File: src/rtl/dmem_pkg.sv
// Shared types for the data-memory arbiter: access sizes, FSM states, port count.
package dmem_pkg;
  localparam int NUM_PORTS = 2;

  typedef enum logic [1:0] {
    SZ_BYTE = 2'd0,
    SZ_HALF = 2'd1,
    SZ_WORD = 2'd2
  } size_t;

  typedef enum logic [1:0] {
    S_IDLE   = 2'd0,
    S_ACCESS = 2'd1,
    S_RESP   = 2'd2
  } state_t;
endpackage

File: src/rtl/dmem_lane_merge.sv
// Byte-lane helper: merges sub-word store data into a word, extracts zero-extended
// load lanes, and flags misaligned half/word accesses. Size 3 behaves as word.
module dmem_lane_merge
  import dmem_pkg::*;
(
  input  logic [31:0] word_i,
  input  logic [31:0] wdata_i,
  input  logic [1:0]  addr_i,
  input  logic [1:0]  size_i,
  output logic [31:0] merged_o,
  output logic [31:0] load_o,
  output logic        misaligned_o
);

  always_comb begin
    merged_o     = word_i;
    load_o       = 32'd0;
    misaligned_o = 1'b0;
    case (size_t'(size_i))
      SZ_BYTE: begin
        merged_o[{addr_i, 3'b000} +: 8] = wdata_i[7:0];
        load_o = {24'd0, word_i[{addr_i, 3'b000} +: 8]};
      end
      SZ_HALF: begin
        misaligned_o = addr_i[0];
        merged_o[{addr_i[1], 4'b0000} +: 16] = wdata_i[15:0];
        load_o = {16'd0, word_i[{addr_i[1], 4'b0000} +: 16]};
      end
      default: begin
        misaligned_o = (addr_i != 2'd0);
        merged_o     = wdata_i;
        load_o       = word_i;
      end
    endcase
  end

endmodule

File: src/rtl/dmem_arbiter.sv
// Two-port arbiter in front of a single-port word memory with sub-word read-modify-write.
// Define DMEM_ARB_RR_EN for round-robin arbitration; otherwise port 0 has fixed priority.
module dmem_arbiter
  import dmem_pkg::*;
#(
  parameter int DATA_WIDTH    = 32,
  parameter int ADDRESS_WIDTH = 32
) (
  input  logic                     clk,
  input  logic                     rst,
  input  logic                     req0_valid,
  output logic                     req0_ready,
  input  logic                     req0_we,
  input  logic [1:0]               req0_size,
  input  logic [ADDRESS_WIDTH-1:0] req0_addr,
  input  logic [DATA_WIDTH-1:0]    req0_wdata,
  output logic                     rsp0_valid,
  output logic [DATA_WIDTH-1:0]    rsp0_rdata,
  output logic                     rsp0_err,
  input  logic                     req1_valid,
  output logic                     req1_ready,
  input  logic                     req1_we,
  input  logic [1:0]               req1_size,
  input  logic [ADDRESS_WIDTH-1:0] req1_addr,
  input  logic [DATA_WIDTH-1:0]    req1_wdata,
  output logic                     rsp1_valid,
  output logic [DATA_WIDTH-1:0]    rsp1_rdata,
  output logic                     rsp1_err,
  output logic                     mem_en,
  output logic [ADDRESS_WIDTH-1:0] mem_addr,
  output logic [DATA_WIDTH-1:0]    mem_din,
  input  logic [DATA_WIDTH-1:0]    mem_dout
);

  state_t                   state_q, state_d;
  logic                     port_q, port_d;
  logic                     we_q, we_d;
  logic [1:0]               size_q, size_d;
  logic [ADDRESS_WIDTH-1:0] addr_q, addr_d;
  logic [DATA_WIDTH-1:0]    wdata_q, wdata_d;
  logic [DATA_WIDTH-1:0]    rdata_q, rdata_d;
  logic                     err_q, err_d;
`ifdef DMEM_ARB_RR_EN
  logic                     last_grant_q, last_grant_d;
`endif

  logic                  grant0, grant1, handshake;
  logic [DATA_WIDTH-1:0] merged_word, load_word;
  logic                  misaligned;

  dmem_lane_merge u_lane_merge (
    .word_i       (mem_dout),
    .wdata_i      (wdata_q),
    .addr_i       (addr_q[1:0]),
    .size_i       (size_q),
    .merged_o     (merged_word),
    .load_o       (load_word),
    .misaligned_o (misaligned)
  );

  // Arbitration: a lone requester always wins; contention resolved by priority or rotation.
  always_comb begin
`ifdef DMEM_ARB_RR_EN
    grant1 = req1_valid && (!req0_valid || !last_grant_q);
`else
    grant1 = req1_valid && !req0_valid;
`endif
    grant0     = req0_valid && !grant1;
    req0_ready = (state_q == S_IDLE) && grant0;
    req1_ready = (state_q == S_IDLE) && grant1;
    handshake  = req0_ready || req1_ready;
  end

  always_comb begin
    mem_en     = (state_q == S_ACCESS) && we_q && !misaligned;
    mem_addr   = (state_q == S_ACCESS) ? {2'b00, addr_q[ADDRESS_WIDTH-1:2]} : '0;
    mem_din    = (state_q == S_ACCESS) ? merged_word : '0;
    rsp0_valid = (state_q == S_RESP) && !port_q;
    rsp1_valid = (state_q == S_RESP) && port_q;
    rsp0_rdata = rsp0_valid ? rdata_q : '0;
    rsp1_rdata = rsp1_valid ? rdata_q : '0;
    rsp0_err   = rsp0_valid && err_q;
    rsp1_err   = rsp1_valid && err_q;
  end

  always_comb begin
    state_d = state_q;
    port_d  = port_q;
    we_d    = we_q;
    size_d  = size_q;
    addr_d  = addr_q;
    wdata_d = wdata_q;
    rdata_d = rdata_q;
    err_d   = err_q;
`ifdef DMEM_ARB_RR_EN
    last_grant_d = last_grant_q;
`endif
    case (state_q)
      S_IDLE: begin
        if (handshake) begin
          port_d  = req1_ready;
          we_d    = req1_ready ? req1_we    : req0_we;
          size_d  = req1_ready ? req1_size  : req0_size;
          addr_d  = req1_ready ? req1_addr  : req0_addr;
          wdata_d = req1_ready ? req1_wdata : req0_wdata;
          rdata_d = '0;
          err_d   = 1'b0;
          state_d = S_ACCESS;
`ifdef DMEM_ARB_RR_EN
          last_grant_d = req1_ready;
`endif
        end else begin
          state_d = S_IDLE;
        end
      end
      S_ACCESS: begin
        err_d   = misaligned;
        rdata_d = (!we_q && !misaligned) ? load_word : '0;
        state_d = S_RESP;
      end
      S_RESP:  state_d = S_IDLE;
      default: state_d = S_IDLE;
    endcase
  end

  // Reset abandons any in-flight access; the write only happens at the ACCESS edge.
  always_ff @(posedge clk or posedge rst) begin
    if (rst) begin
      state_q <= S_IDLE;
      port_q  <= 1'b0;
      we_q    <= 1'b0;
      size_q  <= 2'd0;
      addr_q  <= '0;
      wdata_q <= '0;
      rdata_q <= '0;
      err_q   <= 1'b0;
`ifdef DMEM_ARB_RR_EN
      last_grant_q <= 1'b0;
`endif
    end else begin
      state_q <= state_d;
      port_q  <= port_d;
      we_q    <= we_d;
      size_q  <= size_d;
      addr_q  <= addr_d;
      wdata_q <= wdata_d;
      rdata_q <= rdata_d;
      err_q   <= err_d;
`ifdef DMEM_ARB_RR_EN
      last_grant_q <= last_grant_d;
`endif
    end
  end

endmodule
File: config.mk
export PLATFORM = sky130hd
export DESIGN_NAME = dmem_arbiter
export DESIGN_NICKNAME = d
export VERILOG_FILES = /design/src/rtl/dmem_pkg.sv /design/src/rtl/dmem_lane_merge.sv /design/src/rtl/dmem_arbiter.sv
export SDC_FILE = /design/constraint.sdc
export NUM_CORES = 1
export LEC_CHECK = 0
export BUFFER_PORTS_ARGS = -buffer_cell sky130_fd_sc_hd__buf_4
export CAP_MARGIN = 0
export CORE_ASPECT_RATIO = 1.5
export CORE_MARGIN = 4
export CORE_UTILIZATION = 53
export CTS_CLUSTER_SIZE = 16
export DETAILED_ROUTE_END_ITERATION = 6
export PLACE_DENSITY = 0.89
export SLEW_MARGIN = 15
export SYNTH_ARGS = -nofsm -noshare
export SYNTH_HDL_FRONTEND = slang
export SYNTH_SLANG_ARGS = --single-unit
File: constraint.sdc
create_clock -name clk -period 6.6 [get_ports clk]
set_input_delay 0 -clock clk [delete_from_list [all_inputs] [get_ports clk]]
set_output_delay 0 -clock clk [all_outputs]
set_load 0.02 [all_outputs]
==> flow_summary.ini <==
[timing]
slew_headroom_pct = 26.4
timing.setup.tns_ns = 0
drv_slew = 0
rsz0062_at_grt = no
setup_viol = 0
skew_ns = 0.00846
worst_pin_slew_ns = 1.10
min_period_ns = 3.36
hold_ws_ns = -0.00262
min_period_over_period_pct = 51.0
final_hold_viol_count = 1
fmax_mhz = 297

[pwr]
p_sw_w = 0.00223
power_frac_comb_pct = 60.6
cellInternalPower_w = 0.00231
clkPwrFrac_pct = 11.6
switching_share_pct = 49.1
peakVddDrop_uv = 286
p_per_area_mw_per_mm2 = 413
p_leak_nw = 5.02
pwr-share-seq_pct = 27.8

[cts]
cts_sinks = 103
insertion_delay_ns = 0.36
clkTransAtPathRegs_ns = 0.07
cts_inserted_buffers = 9
cts_tree = yes
cts_setup_buffers = 0
h-tree-depth = 3
cts_root_buf = clkbuf_16
clock_path_buffers = 2

[floorplanning]
coreArea_mm2 = 0.0131
start_util_pct = 54.5
rows = 51
dieArea_mm2 = 0.0155
io_pins = 305
die_width_um = 103
dieHeight_um = 150

[synthesis]
synth_cells = 834
synth_cell_types = 46
synth_most_common_cell = dfrtp_1
post-synth-top-area-fraction_pct = 36.0
ys_seq_elements = 103
synth-main-ff-cell = dfrtp_1
yosys-top-cells-count = 103 x dfrtp_1, 98 x and2_1, 84 x o21ai_0
syn_avg_cell_area_um2 = 8.59
synth_edf_count = 0
async_flop_share_pct = 100
synth-warning-count = 0
yosys.area.top_type = dfrtp_1
synth_sequential_area_ratio_pct = 36.0
netlist_top_cells_area = dfrtp_1 36%, a22oi_1 8.7%, and2_1 8.6%
syn-cell-area_mm2 = 0.00716

[status]
status = finished with violations
violations = hold timing

[grt]
antenna_found_initial = 2
use_met1_pct = 48.0
grt_use_met2_pct = 69.6
track_usage_pct = 42.4
use_met3_pct = 9.87
first_global_vias = 9156
grt_overflow = 0
grt.busiest_layer = met2
grt_pass1_wl_mm = 50.5
grt_max_degree = 87

[placement]
dp_hpwl_mm = 19.7
dpl-instance-area_mm2 = 0.00933
portBuffers = 302
gp_routability_congestion = 0.954

[route]
viasPerCell = 6.67
wl_mm = 33.2
first_iter_violations = 932
wl_per_cell_um = 24.2
drtAntennaViolNets = 0
vias = 9126
firstDrtPassIters = 6
drc = 0

[critical_path]
worst_setup_path_start_kind = register
worstPathArrival_ns = 3.36
r2r_setup_slack_ns = 3.61
cpPeakStageDelay_ns = 0.95
criticalPathCategory = reg -> out
critPathMaxFanout = 23
cp_cell_sequence = inv_1 > ha_1 > nor4_4 > a221oi_1 > a211oi_1 > buf_4
rr_worst_depth = 3
critPathTopFamily = flip-flops
cpMaxStageDelayCell = dfrtp_1
crit_required_ns = 6.60
reg2reg_to = rdata_q[22]
critPathCaptureType = primary output
reg2reg_from = size_q[1]
critPathBufInv = 2

[cells_and_area]
postLayoutCoreUtil_pct = 83.6
fill_cells = 757
nets = 1377
stdcell_area_mm2 = 0.0110
drive_above_1_share_pct = 28.6
areaGrowthSynthToFinish_pct = 53.5

[hold_path]
worstHoldPathCells = 3
hold_class = in -> reg
min_to = wdata_q[16]
min_from = req1_wdata[16]

[run]
cap_violations = 0
==> power groups by stage <==
| stage | clock network, W | logic (W) | registers (W) |
|---|---|---|---|
| final | 0.000525 | 0.00275 | 0.00126 |
| after global routing | 0.000550 | 0.00294 | 0.00128 |
| after CTS | 0.000522 | 0.00259 | 0.00121 |
| after detailed placement | 0 | 0.00235 | 0.00122 |
| after global placement | 0 | 0.00231 | 0.00120 |
| after floorplan | 0 | 0.00175 | 0.00103 |
==> cell usage in the layout (no fill, tap or decap), types with 21 or more instances in the layout <==
master and count:
mux2i_1 22, dlygate4sd3_1 137, o21ai_0 84, buf_4 312, dfrtp_1 103, nor2b_1 39, nand2_1 56, a31oi_1 34
a22oi_1 83, a22o_1 38, and2_1 98, a221oi_1 24, a211oi_1 21
==> how the worst max path moves through the flow <==
stage	end	slack, ns	cells after the start	start
after global placement	mem_din[29]	3.82	6	addr_q[0]
after detailed placement	rdata_q[22]	3.78	3	size_q[1]
final	mem_din[27]	3.24	6	addr_q[0]
after CTS	mem_din[22]	3.42	7	addr_q[0]
after floorplan	addr_q[0]	3.90	1	rst
after global routing	mem_din[19]	2.80	7	addr_q[0]
==> state kept, by name, summed over array words and instances, names as in the netlist <==
| signal | cells |
|---|---|
| port_q | 1 |
| wdata_q | 32 |
| size_q | 2 |
| state_q | 2 |
| we_q | 1 |
| rdata_q | 32 |
| err_q | 1 |
| addr_q | 32 |
==> metal layers <==
metal  routed length (um)  vias up  part of all wire [%]
met2                15800      829                    48
met5                    0        -                     0
li1                     -     3848                     -
met3                 3910      220                    12
met4                 2910        0                   8.8
met1                10500     4229                    32
==> through the flow <==
step	hold WS [ns]	total power, W	cells	setup WS, ns
global route	0.00826	0.00477	1368	2.80
floorplan	0.133	0.00279	835	3.90
detailed placement	0.0199	0.00357	1213	3.78
CTS	0.000566	0.00432	1366	3.42
finish	-0.00262	0.00454	1369	3.24
global placement	0.0136	0.00351	1213	3.82
==> area by class of cell <==
| type | count | area, um^2 | area share [%] |
|---|---|---|---|
| flip-flops and latches | 103 | 2580 | 23.4 |
| diodes | 3 | 7.51 | 0.0683 |
| repair buffers | 449 | 3710 | 33.8 |
| inverters | 18 | 70.1 | 0.637 |
| clock inverters | 7 | 53.8 | 0.489 |
| multi-input cells | 621 | 4150 | 37.7 |
| well taps | 159 | 199 | 1.81 |
| clock buffers | 9 | 225 | 2.05 |
==> timing repair <==
action                                 in CTS  in global routing
endpoints found under the hold margin     112                  0
hold buffers                              137                  0
setup endpoints to repair                   0                  0
gates resized for setup                     0                  0
==> cells by family after synthesis <==
| family | count (synthesis) | synth area share [%] |
|---|---|---|
| other | 1 | 0.0524 |
| and+or+nand+nor | 230 | 18.4 |
| buffers and inverters | 111 | 6.41 |
| DFF | 103 | 36.0 |
| adders and majority gates | 5 | 0.874 |
| AOI/OAI and AO/OA | 361 | 34.9 |
| muxes | 23 | 3.39 |
==> worst register-to-register path, stage by stage, from the launching register on <==
cell and delay, ns:
dfrtp_1 1.04, inv_1 0.71, nor4_4 0.94, a22o_1 0.25
(Power assumes the default switching activity.)
